File: config.mk
export PLATFORM = sky130hd
export DESIGN_NAME = minbd_local_ni
export DESIGN_NICKNAME = d
export VERILOG_FILES = /design/src/rtl/minbd_local_ni.sv
export SDC_FILE = /design/constraint.sdc
export NUM_CORES = 1
export LEC_CHECK = 0
export BUFFER_PORTS_ARGS = -buffer_cell sky130_fd_sc_hd__buf_2
export CORE_ASPECT_RATIO = 1.4
export CORE_MARGIN = 10
export CORE_UTILIZATION = 50
export CTS_CLUSTER_SIZE = 8
export DETAILED_ROUTE_END_ITERATION = 10
export GPL_TIMING_DRIVEN = 1
export PLACE_DENSITY = 0.79
export SLEW_MARGIN = 10
export SYNTH_ARGS = -nofsm -noshare
export SYNTH_HDL_FRONTEND = slang
export SYNTH_SLANG_ARGS = --single-unit
File: constraint.sdc
create_clock -name clk -period 30.2 [get_ports clk]
set_input_delay 6.04 -clock clk [delete_from_list [all_inputs] [get_ports clk]]
set_output_delay 6.04 -clock clk [all_outputs]
set_load 0.02 [all_outputs]
File: src/rtl/minbd_local_ni.sv
// minbd_local_ni
// Local network interface between a processing core and the local port of a
// MinBD router.
//
// Injection path: the core offers one flit per cycle. Each accepted flit is
// stamped with router header fields and written into a small injection FIFO.
// The FIFO head drives the router local input and is popped on grant.
//
// Ejection path: the router may eject up to two flits per cycle and cannot be
// back-pressured. Flits are written into an ejection FIFO. Any flit that does
// not fit is dropped and recorded in a sticky overflow flag. The core drains
// this FIFO at one flit per cycle.
//
// Flit layout, MSB to LSB:
//   silver(1) pkt_id(6) seq(5) len(3) rsvd(3) dst_x(3) dst_y(3) valid(1) data(WIDTH_DATA)
//
// Ports:
//   clk, rst              clock; asynchronous active-high reset
//   core_inj_valid/ready  core injection handshake
//   core_inj_sop          first flit of a packet (len/dst sampled here)
//   core_inj_len          packet length in flits
//   core_inj_dst_x/y      destination coordinates
//   core_inj_data         payload
//   din_l                 injection FIFO head towards the router ('0 when empty)
//   local_inject_gnt      router consumed din_l this cycle
//   dout_l_1, dout_l_2    ejected flits from the router
//   core_ej_valid/ready   core ejection handshake
//   core_ej_flit          ejection FIFO head ('0 when empty)
//   ej_overflow           sticky flag: an ejected flit was dropped

module minbd_local_ni #(
    parameter int WIDTH_DATA = 32,
    parameter int INJ_DEPTH  = 4,
    parameter int EJ_DEPTH   = 8,
    localparam int WF        = 25 + WIDTH_DATA
) (
    input  logic                  clk,
    input  logic                  rst,
    input  logic                  core_inj_valid,
    output logic                  core_inj_ready,
    input  logic                  core_inj_sop,
    input  logic [2:0]            core_inj_len,
    input  logic [2:0]            core_inj_dst_x,
    input  logic [2:0]            core_inj_dst_y,
    input  logic [WIDTH_DATA-1:0] core_inj_data,
    output logic [WF-1:0]         din_l,
    input  logic                  local_inject_gnt,
    input  logic [WF-1:0]         dout_l_1,
    input  logic [WF-1:0]         dout_l_2,
    output logic                  core_ej_valid,
    input  logic                  core_ej_ready,
    output logic [WF-1:0]         core_ej_flit,
    output logic                  ej_overflow
);

    localparam int IAW = $clog2(INJ_DEPTH);
    localparam int EAW = $clog2(EJ_DEPTH);

    // ------------------------------------------------------------------
    // Injection side
    // ------------------------------------------------------------------
    logic [WF-1:0] inj_mem_r [INJ_DEPTH];
    logic [IAW:0]  inj_wr_ptr_r;
    logic [IAW:0]  inj_rd_ptr_r;
    logic          inj_full_s;
    logic          inj_empty_s;
    logic          inj_push_s;
    logic          inj_pop_s;

    // Header state: next pkt_id to hand out, and the fields of the packet in flight.
    logic [5:0]    pkt_cnt_r;
    logic [5:0]    cur_pkt_r;
    logic [4:0]    seq_nxt_r;
    logic [2:0]    cur_len_r;
    logic [2:0]    cur_dx_r;
    logic [2:0]    cur_dy_r;

    logic [5:0]    stamp_pkt_s;
    logic [4:0]    stamp_seq_s;
    logic [2:0]    stamp_len_s;
    logic [2:0]    stamp_dx_s;
    logic [2:0]    stamp_dy_s;
    logic [WF-1:0] stamp_flit_s;

    assign inj_empty_s    = (inj_wr_ptr_r == inj_rd_ptr_r);
    assign inj_full_s     = (inj_wr_ptr_r[IAW] != inj_rd_ptr_r[IAW]) &&
                            (inj_wr_ptr_r[IAW-1:0] == inj_rd_ptr_r[IAW-1:0]);
    // Ready depends on the registered occupancy only; a same-cycle pop does not free a slot.
    assign core_inj_ready = !inj_full_s;
    assign inj_push_s     = core_inj_valid && !inj_full_s;
    // A grant while the FIFO is empty does nothing.
    assign inj_pop_s      = local_inject_gnt && !inj_empty_s;
    assign din_l          = inj_empty_s ? {WF{1'b0}} : inj_mem_r[inj_rd_ptr_r[IAW-1:0]];

    // Select the header fields for the flit being offered this cycle.
    always_comb begin
        if (core_inj_sop) begin
            stamp_pkt_s = pkt_cnt_r;
            stamp_seq_s = 5'd0;
            stamp_len_s = core_inj_len;
            stamp_dx_s  = core_inj_dst_x;
            stamp_dy_s  = core_inj_dst_y;
        end else begin
            stamp_pkt_s = cur_pkt_r;
            stamp_seq_s = seq_nxt_r;
            stamp_len_s = cur_len_r;
            stamp_dx_s  = cur_dx_r;
            stamp_dy_s  = cur_dy_r;
        end
        stamp_flit_s = {1'b0, stamp_pkt_s, stamp_seq_s, stamp_len_s, 3'd0,
                        stamp_dx_s, stamp_dy_s, 1'b1, core_inj_data};
    end

    // Update the packet counter and in-flight header state on every accepted flit.
    always_ff @(posedge clk or posedge rst) begin
        if (rst) begin
            pkt_cnt_r <= 6'd0;
            cur_pkt_r <= 6'd0;
            seq_nxt_r <= 5'd0;
            cur_len_r <= 3'd0;
            cur_dx_r  <= 3'd0;
            cur_dy_r  <= 3'd0;
        end else if (inj_push_s) begin
            seq_nxt_r <= stamp_seq_s + 5'd1;
            if (core_inj_sop) begin
                pkt_cnt_r <= pkt_cnt_r + 6'd1;
                cur_pkt_r <= pkt_cnt_r;
                cur_len_r <= core_inj_len;
                cur_dx_r  <= core_inj_dst_x;
                cur_dy_r  <= core_inj_dst_y;
            end
        end
    end

    // Injection FIFO pointers.
    always_ff @(posedge clk or posedge rst) begin
        if (rst) begin
            inj_wr_ptr_r <= {(IAW+1){1'b0}};
            inj_rd_ptr_r <= {(IAW+1){1'b0}};
        end else begin
            if (inj_push_s) begin
                inj_wr_ptr_r <= inj_wr_ptr_r + (IAW+1)'(1);
            end
            if (inj_pop_s) begin
                inj_rd_ptr_r <= inj_rd_ptr_r + (IAW+1)'(1);
            end
        end
    end

    // Injection FIFO storage. Contents are hidden by the empty check after reset.
    always_ff @(posedge clk) begin
        if (inj_push_s) begin
            inj_mem_r[inj_wr_ptr_r[IAW-1:0]] <= stamp_flit_s;
        end
    end

    // ------------------------------------------------------------------
    // Ejection side
    // ------------------------------------------------------------------
    logic [WF-1:0] ej_mem_r [EJ_DEPTH];
    logic [EAW:0]  ej_wr_ptr_r;
    logic [EAW:0]  ej_rd_ptr_r;
    logic [EAW:0]  ej_occ_s;
    logic [EAW+1:0] ej_free_s;
    logic          ej_empty_s;
    logic          ej_pop_s;
    logic          ej_v1_s;
    logic          ej_v2_s;
    logic          ej_wr0_en_s;
    logic          ej_wr1_en_s;
    logic [WF-1:0] ej_wr0_data_s;
    logic          ej_drop_s;
    logic [EAW:0]  ej_wr_cnt_s;
    logic [EAW-1:0] ej_wr_idx0_s;
    logic [EAW-1:0] ej_wr_idx1_s;
    logic          ej_overflow_r;

    assign ej_empty_s    = (ej_wr_ptr_r == ej_rd_ptr_r);
    assign ej_pop_s      = !ej_empty_s && core_ej_ready;
    assign ej_occ_s      = ej_wr_ptr_r - ej_rd_ptr_r;
    // The slot freed by this cycle's pop can be refilled in the same cycle.
    assign ej_free_s     = (EAW+2)'(EJ_DEPTH) - {1'b0, ej_occ_s} + {{(EAW+1){1'b0}}, ej_pop_s};
    assign ej_v1_s       = dout_l_1[WIDTH_DATA];
    assign ej_v2_s       = dout_l_2[WIDTH_DATA];
    assign ej_wr_idx0_s  = ej_wr_ptr_r[EAW-1:0];
    assign ej_wr_idx1_s  = ej_wr_ptr_r[EAW-1:0] + EAW'(1);
    assign ej_wr_cnt_s   = {{EAW{1'b0}}, ej_wr0_en_s} + {{EAW{1'b0}}, ej_wr1_en_s};
    assign core_ej_valid = !ej_empty_s;
    assign core_ej_flit  = ej_empty_s ? {WF{1'b0}} : ej_mem_r[ej_rd_ptr_r[EAW-1:0]];
    assign ej_overflow   = ej_overflow_r;

    // Decide which ejected flits are stored. Port 1 has priority when only one slot is left.
    always_comb begin
        ej_wr0_en_s   = 1'b0;
        ej_wr1_en_s   = 1'b0;
        ej_wr0_data_s = dout_l_1;
        ej_drop_s     = 1'b0;
        case ({ej_v1_s, ej_v2_s})
            2'b11: begin
                if (ej_free_s >= (EAW+2)'(2)) begin
                    ej_wr0_en_s = 1'b1;
                    ej_wr1_en_s = 1'b1;
                end else if (ej_free_s >= (EAW+2)'(1)) begin
                    ej_wr0_en_s = 1'b1;
                    ej_drop_s   = 1'b1;
                end else begin
                    ej_drop_s   = 1'b1;
                end
            end
            2'b10: begin
                if (ej_free_s >= (EAW+2)'(1)) begin
                    ej_wr0_en_s = 1'b1;
                end else begin
                    ej_drop_s   = 1'b1;
                end
            end
            2'b01: begin
                ej_wr0_data_s = dout_l_2;
                if (ej_free_s >= (EAW+2)'(1)) begin
                    ej_wr0_en_s = 1'b1;
                end else begin
                    ej_drop_s   = 1'b1;
                end
            end
            default: begin
                ej_wr0_en_s = 1'b0;
            end
        endcase
    end

    // Ejection FIFO pointers and sticky overflow flag.
    always_ff @(posedge clk or posedge rst) begin
        if (rst) begin
            ej_wr_ptr_r   <= {(EAW+1){1'b0}};
            ej_rd_ptr_r   <= {(EAW+1){1'b0}};
            ej_overflow_r <= 1'b0;
        end else begin
            ej_wr_ptr_r <= ej_wr_ptr_r + ej_wr_cnt_s;
            if (ej_pop_s) begin
                ej_rd_ptr_r <= ej_rd_ptr_r + (EAW+1)'(1);
            end
            if (ej_drop_s) begin
                ej_overflow_r <= 1'b1;
            end
        end
    end

    // Ejection FIFO storage; the second slot is only used when both ports are stored.
    always_ff @(posedge clk) begin
        if (ej_wr0_en_s) begin
            ej_mem_r[ej_wr_idx0_s] <= ej_wr0_data_s;
        end
        if (ej_wr1_en_s) begin
            ej_mem_r[ej_wr_idx1_s] <= dout_l_2;
        end
    end

endmodule

==> results of run 1 <==
registers in the layout, summed over array words and instances (netlist names):
signal        cells
cur_pkt_r         6
ej_wr_ptr_r       4
inj_rd_ptr_r      3
seq_nxt_r         5
inj_wr_ptr_r      3
cur_len_r         3
cur_dy_r          3
cur_dx_r          3
pkt_cnt_r         6
ej_mem_r        456
inj_mem_r       208
ej_rd_ptr_r       4
ej_overflow       1
worst paths after layout:
path                                 from                to  slack (ns)  cells past startpoint
setup / recovery           ej_rd_ptr_r[1]  core_ej_flit[45]       20.07                      7
hold / removal               pkt_cnt_r[3]      pkt_cnt_r[3]        0.46                      1
setup reg to reg           ej_rd_ptr_r[1]   ej_mem_r[4][36]       23.39                     14
hold reg to reg              pkt_cnt_r[3]      pkt_cnt_r[3]        0.46                      1
max in group asynchronous             rst   inj_rd_ptr_r[0]       23.80                      2
min in group asynchronous             rst       cur_dy_r[1]        5.66                      2
metrics by stage:
stage / instance area, um^2 / cells / power [mW]
after global placement: 35990 / 2960 / 3.155
after global routing: 38730 / 3101 / 4.373
after CTS: 38730 / 3101 / 4.208
after floorplan: 33870 / 1942 / 2.671
final: 38740 / 3104 / 4.160
after detailed placement: 35990 / 2960 / 3.205
synthesized netlist by cell type (3+ instances only):
cell type  number
xor2_1         11
nor2b_1         5
nand2b_1        3
inv_1          16
a21oi_1        60
nand3_1        14
edfxtp_1      664
o21bai_1        4
and2_1         52
mux2_4         54
nand2_1       132
xnor2_1        10
and3_1         10
mux2_2        481
buf_4          13
buf_6          10
clkbuf_1       58
mux2i_1         7
dfrtp_1        41
o21ai_0        10
nor3_1          7
buf_2          42
ha_1           19
clkbuf_2        3
buf_1           8
mux4_2        166
nor2_1         10
nand4_1         7
area by class of cell:
cell class | count | share of cell area
flip-flops and latches | 705 | 0.5415
multi-input cells | 1086 | 0.3182
clock buffers | 134 | 0.06789
repair buffers | 297 | 0.03992
well taps | 855 | 0.02761
clock inverters | 7 | 0.003068
inverters | 17 | 0.001647
diodes | 3 | 0.0001938
logic make-up (layout without fill, tap and decap cells):
family	after synthesis	in the layout	share of synthesized area
XOR/XNOR	21	21	0.005433
adder cells (fa/ha/maj)	21	21	0.008205
AND/OR/NAND/NOR	248	248	0.03474
flip-flops	705	705	0.6193
AO/OA/AOI/OAI	84	84	0.01371
other	1	7	0.0001108
multiplexers	708	708	0.2964
buffers and inverters	151	455	0.02206
routing by layer:
metal | GRT usage | part of all wire | up-vias
met5 | 0 | 0.0012 | -
met4 | 0.07551 | 0.028 | 16
met3 | 0.04836 | 0.082 | 186
met2 | 0.3637 | 0.52 | 753
met1 | 0.2370 | 0.36 | 9576
li1 | - | - | 8194
power by group:
part / total (mW) / internal [mW] / leakage, nW / switching (mW)
Combinational: 1.63 / 0.661 / 5.65 / 0.972
Sequential: 1.53 / 1.42 / 6.56 / 0.118
Clock: 0.993 / 0.598 / 1.33 / 0.395
==> results.tsv, run 1 <==
metric	value	unit
core_area	0.06684	mm^2
die_width	239.9	um
setup_slack	20.07	ns
wirelength	80350	um
setup_viol	0	
status	finished clean	
clockBufferDepth	3	
synthCells	1939	
layout_common_cells	664 x edfxtp_1, 481 x mux2_2, 273 x buf_2	
ir_drop	66.22	uV
start_util	0.5065	
regArea	0.02098	mm^2
htree_levels	3	
synthArstFlopShare	0.05816	
gr-usage-all-layers	0.2051	
synth-edff-count	664	
gp_congestion	0.7726	
hold_viol	0	
required	24.16	ns
fin_skew	0.02443	ns
drt_iter0_markers	1468	
synth_area_leader_cell	edfxtp_1	
fin_util	0.5796	
die_area	0.07866	mm^2
numCtsBuffers	98	
clk_pin_slew	0.05	ns
max_freq	98.69	MHz
synth.distinct_cells	45	
grt_pass1_wl	124300	um
via_per_inst	6.033	
syn_area	0.03385	mm^2
ctsHoldBuffers	0	
grt-ovfl-total	0	
worst-path-max-fanout	67	
rows	112	
antenna_found_initial	13	
period_needed	10.13	ns
crit_chain	inv_1, ha_1, nand3_1, nor2_4, buf_4, a21oi_1, buf_2	
pre_cts_ws	19.99	ns
cts_tree	done	
maxCapViolations	0	
worst-path-buf-inv	3	
cp_slowest_cell	dfrtp_4	
final_common_cell	edfxtp_1	
grt_start_max_net_pins	68	
area_growth	14.44	%
end_kind	output port	
avgSynthCellArea	17.46	um^2
ys_seq_area_frac	0.6193	
slowest_delay	1.14	ns
drive_above_1_share	0.5062	
vias	18730	
maxSlewViolCount	0	
power_density	107.4	mW/mm^2
ant_nets	0	
die_y	327.9	um
cts.repair.resized	0	
grt_pass1_vias	20900	
ys_top_cells_by_area	edfxtp_1 59%, mux2_2 16%, mux4_2 11%, dfrtp_1 3.0%, mux2_4 2.4%	
clk_latency	0.65	ns
worstSetupPathType	reg2out	
place.port_buffers	273	
final_nets	2387	
ys_warn_count	0	
remaining_drc_errors	0	
setup_tns	0	ns
crit_family	flip-flops	
grt_setup_unrepaired	no	
cts.sinks	705	
synth_top_area_frac	0.5890	
min_path_type	reg2reg	
worst_slew_pin_slew	1.196	ns
p_leak	13.54	nW
n_fill_cell	4948	
cts_setup_buffers	0	
post_drt_wl_per_cell	25.88	um
relSlewSlack	0.2028	
drtPass1Iterations	5	
worst_setup_path_start_kind	flop	
ios	278	
cts_root_buffer	clkbuf_16	
hold_ws	0.4625	ns
arrival	4.09	ns
multi_input_area	0.01233	mm^2
synth_flop_cell	edfxtp_1	
post-route-period-util	0.3355	
yosys_register_bits	705	
dpl.hpwl	47430	um
Power figures use the tool's default switching activity.
==> inputs of run 2 (changes only) <==
Clock period 30.2 ns to 10.02 ns, I/O delays scaled along.
==> results.tsv, run 2 (synthesis results as in run 1) <==
metric	value	unit	change
status	finished clean		
drtPass1Iterations	5		unchanged
cp_slowest_cell	dfrtp_4		
htree_levels	3		unchanged
maxCapViolations	0		unchanged
final_nets	2388		+0.042%
timing.rr.end	ej_mem_r[6][8]		
cts_tree	done		
post_drt_wl_per_cell	25.65	um	-0.89%
start_util	0.5065		unchanged
required	10.29	ns	-13.87 ns
remaining_drc_errors	0		unchanged
worstSetupPathType	reg2reg		
holdPathEnd	pkt_cnt_r[3]		
setup_tns	0	ns	unchanged
place.port_buffers	273		unchanged
n_fill_cell	4937		-0.22%
dr_wl_met3	5947	um	-10%
ios	278		unchanged
largest-register	ej_mem_r		
maxSlewViolCount	0		unchanged
timing.rr.start	ej_rd_ptr_r[1]		
routed-wl-met2	41810	um	-0.68%
clk_latency	0.64	ns	about the same
cts_setup_buffers	0		unchanged
dpl.hpwl	46840	um	-1.3%
hold_viol	0		unchanged
cts.repair.resized	0		unchanged
whs_path_depth	1		unchanged
regArea	0.02098	mm^2	unchanged
clk_pin_slew	0.05	ns	about the same
die_width	239.9	um	unchanged
multi_input_area	0.01233	mm^2	unchanged
crit_chain	inv_1, ha_1, nand3_1, nor2_4, buf_4, inv_1, nand2_1, ha_1, inv_1, ha_1, nor3b_1, nand4_1, nand3_4, o21ai_4, buf_4		
grt_pass1_wl	121800	um	-2.0%
crit_path_start	ej_rd_ptr_r[1]		
arrival	6.92	ns	+2.83 ns
grt_start_max_net_pins	70		+2.9%
end_kind	flop		
gr-usage-all-layers	0.2014		-0.003670
seqPwrFrac	0.366		-0.003
dr.max_layer_used	met5		
numCtsBuffers	98		unchanged
cts_root_buffer	clkbuf_16		
grt-ovfl-total	0		unchanged
core_area	0.06684	mm^2	unchanged
antenna_found_initial	12		-1
rows	112		unchanged
vias	18650		-0.42%
layout_common_cells	664 x edfxtp_1, 481 x mux2_2, 273 x buf_2		
intPower	8.073	mW	+200%
reg2reg_slack	3.36	ns	-20.03 ns
setup_viol	0		unchanged
wirelength	79710	um	-0.79%
period_needed	6.655	ns	
slowest_delay	0.99	ns	-0.15 ns
gp_congestion	0.7747		+0.27%
worst-path-max-fanout	58		-13%
area_growth	14.50	%	about the same
grt_setup_unrepaired	no		
cts.sinks	705		unchanged
reg2reg_depth	15		+1
clockBufferDepth	3		unchanged
p_leak	13.55	nW	about the same
drive_above_1_share	0.5056		-0.0006753
die_area	0.07866	mm^2	unchanged
ctsHoldBuffers	0		unchanged
switching_share	0.3566		about the same
max_freq	150.3	MHz	
switching_power	4.475	mW	+200%
post-route-period-util	0.6642		
relSlewSlack	0.2005		-0.002272
grt_pass1_vias	20480		-2.0%
ant_nets	0		unchanged
clockPowerShare	0.240		about the same
comb_power_share	0.394		+0.002
worst_slew_pin_slew	1.199	ns	+0.003408 ns
final_common_cell	edfxtp_1		
fin_skew	0.01614	ns	-0.008288 ns
via_per_inst	6.002		-0.51%
drt_iter0_markers	1302		-11%
worst_setup_path_start_kind	flop		
power_density	323.7	mW/mm^2	+200%
die_y	327.9	um	unchanged
ir_drop	251.0	uV	+280%
m1WireLength	29790	um	+1.8%
largest_reg_flops	456		unchanged
hp-start	pkt_cnt_r[3]		
min_path_type	reg2reg		
fin_util	0.5799		about the same
## run 2: cell types whose count changed in the layout (fill, tap and decap cells not counted)
cell      change
clkbuf_1      +2
buf_4         +1
clkinv_1      +1
clkinv_2      -1
clkinv_8      +1
inv_6         -1
## run 2: worst max path at each step
stage	to	slack, ns	cells past startpoint
floorplan	ej_mem_r[1][0]	0.23	17
global placement	ej_mem_r[6][3]	3.45	15
detailed placement	ej_mem_r[6][6]	3.32	15
CTS	ej_mem_r[6][6]	3.30	15
global route	ej_mem_r[6][7]	2.93	15
finish	ej_mem_r[6][8]	3.36	15
## run 2: power groups by stage
stage	registers (mW)	clock network [mW]	logic (mW)
2_1_floorplan	4.53	0	3.52
3_3_place_gp	4.60	0	4.92
3_5_place_dp	4.66	0	5.00
4_1_cts	4.61	3.06	5.02
5_1_grt	4.67	3.18	5.32
6_report	4.60	3.01	4.94
## run 2: layout make-up
class                   instances  share of cell area
flip-flops and latches        705              0.5412
multi-input cells            1086              0.3180
clock buffers                 136             0.06804
repair buffers                298             0.04009
well taps                     855             0.02760
clock inverters                 7            0.003228
inverters                      17            0.001646
diodes                          3           0.0001937
## run 2: layer usage
metal | GRT usage | up-vias
li1 | - | 8202
met1 | 0.2339 | 9588
met2 | 0.3584 | 678
met3 | 0.04744 | 163
met4 | 0.06862 | 16
met5 | 0 | -
## run 2: critical path: cells and delay by family, from the launching register on
kind	cells	cell delay (ns)
AND/OR/NAND/NOR	6	2.05
AO/OA/AOI/OAI	1	0.83
adder cells (fa/ha/maj)	3	0.73
buffers and inverters	5	1.61
flip-flops	1	0.99
## run 2: through the flow
stage                     power, mW  cell area [um^2]  cells  hold WS, ns  worst slack, ns
final                         12.55             38760   3107       0.4673            3.365
after CTS                     12.69             38760   3104       0.4685            3.297
after floorplan               8.051             33870   1942       0.4362           0.2259
after global placement        9.520             35990   2961       0.4565            3.454
after detailed placement      9.656             35990   2961       0.4586            3.321
after global routing          13.17             38760   3104       0.4807            2.926
==> inputs of run 3 (changes only) <==
Settings changed: PLACE_DENSITY 0.79 to 0.81.
Clock period 10.02 ns to 5.7 ns, I/O delays scaled along.
==> results.tsv, run 3 (synthesis results as in run 1) <==
metric	value	unit	change
largest-register	ej_mem_r		
area_growth	15.23	%	
worst_slew_pin_slew	1.135	ns	-0.06450 ns
clockBufferDepth	3		unchanged
cts_root_buffer	clkbuf_16		
crit_chain	buf_4, buf_4, mux4_2, nand2_1, a21oi_1, buf_2		
ios	278		unchanged
seqPwrFrac	0.356		-0.010
cts_setup_buffers	0		unchanged
cts.repair.resized	0		unchanged
core_area	0.06684	mm^2	unchanged
maxCapViolations	0		unchanged
largest_reg_flops	456		unchanged
drive_above_1_share	0.5055		about the same
ir_drop	509.3	uV	+100%
post-route-period-util	0.8599		
dpl.hpwl	48820	um	+4.2%
crit_family	buffers and inverters		
crit_top_cell	buf_4		
hold_viol	0		unchanged
gp_congestion	0.8282		+6.9%
relSlewSlack	0.2435		+0.04300
slowest_delay	0.94	ns	-0.05 ns
arrival	3.76	ns	-3.16 ns
gr-usage-all-layers	0.2091		+0.007634
final_common_cell	edfxtp_1		
intPower	14.29	mW	+77%
die_y	327.9	um	unchanged
cts_tree	done		
post_drt_wl_per_cell	26.28	um	+2.4%
drtPass1Iterations	5		unchanged
grt_pass1_wl	125800	um	+3.2%
numCtsBuffers	98		unchanged
maxSlewViolCount	0		unchanged
p_total	22.27	mW	+78%
layout_common_cells	664 x edfxtp_1, 481 x mux2_2, 273 x buf_2		
switching_share	0.3586		+0.001952
grt_setup_unrepaired	no		
start_util	0.5065		unchanged
setup_viol	0		unchanged
die_area	0.07866	mm^2	unchanged
remaining_drc_errors	0		unchanged
via_per_inst	6.079		+1.3%
clk_latency	0.64	ns	about the same
place.port_buffers	273		unchanged
rows	112		unchanged
clockPowerShare	0.240		about the same
end_kind	output port		
final_nets	2402		+0.59%
grt-ovfl-total	0		unchanged
power_density	571.0	mW/mm^2	+76%
p_leak	13.67	nW	+0.91%
worst_setup_path_start_kind	flop		
vias	19080		+2.3%
clk_pin_slew	0.05	ns	about the same
min_path_type	reg2reg		
worst-path-buf-inv	3		-2
fin_skew	0.03060	ns	+0.01445 ns
grt_pass1_vias	20800		+1.5%
htree_levels	3		unchanged
comb_power_share	0.404		+0.010
required	4.56	ns	-5.73 ns
antenna_found_initial	16		+4
wirelength	82490	um	+3.5%
fin_util	0.5836		+0.003687
drt_iter0_markers	1422		+9.2%
cp_slowest_cell	buf_4		
ctsHoldBuffers	0		unchanged
worst-path-max-fanout	68		+17%
period_needed	4.901	ns	
status	finished clean		
max_freq	204.0	MHz	
switching_power	7.987	mW	+78%
worstSetupPathType	reg2out		
die_width	239.9	um	unchanged
cts.sinks	705		unchanged
grt_start_max_net_pins	88		+26%
ant_nets	0		unchanged
-- run 3: through the flow --
stage / worst slack [ns] / setup TNS, ns / cells / hold slack (ns) / cell area [um^2]
after floorplan: -0.8378 / -272.86 / 1942 / 0.4362 / 33900
final: 0.7988 / 0 / 3139 / 0.4672 / 39010
after detailed placement: 1.134 / 0 / 2975 / 0.4617 / 36190
after global placement: 1.197 / 0 / 2975 / 0.4558 / 36190
after global routing: 0.6110 / 0 / 3134 / 0.4808 / 39000
after CTS: 0.6729 / 0 / 3134 / 0.4681 / 39000
-- run 3: layer usage --
metal	GRT usage	wire length [um]	part of all wire
met5	0	127	0.0015
met4	0.06780	2063	0.025
met3	0.04635	6557	0.079
met2	0.3707	43010	0.52
met1	0.2473	30730	0.37
-- run 3: final timing paths --
path | from | to | slack [ns] | cells after the start
min | pkt_cnt_r[5] | pkt_cnt_r[5] | 0.47 | 1
max | ej_rd_ptr_r[1] | core_ej_flit[32] | 0.80 | 6
min in group asynchronous | rst | cur_dx_r[1] | 0.66 | 3
max reg2reg | ej_wr_ptr_r[2] | ej_mem_r[0][21] | 1.08 | 15
max in group asynchronous | rst | ej_rd_ptr_r[1] | 4.52 | 3
min reg2reg | pkt_cnt_r[5] | pkt_cnt_r[5] | 0.47 | 1
-- run 3: power groups by stage --
stage | logic (mW) | clock network [mW] | registers, mW
global route | 9.62 | 5.64 | 8.05
CTS | 9.12 | 5.42 | 7.94
detailed placement | 9.07 | 0 | 8.03
floorplan | 6.21 | 0 | 7.91
finish | 9.01 | 5.34 | 7.93
global placement | 8.94 | 0 | 7.93
-- run 3: final cells by class --
class / count / area (um^2)
Fill cell: 4910 / 27830
Sequential cell: 705 / 20980
Multi-Input combinational cell: 1086 / 12350
Clock buffer: 151 / 2651
Timing Repair Buffer: 312 / 1722
Tap cell: 855 / 1070
Clock inverter: 8 / 158.9
Inverter: 17 / 63.81
Antenna cell: 5 / 12.51
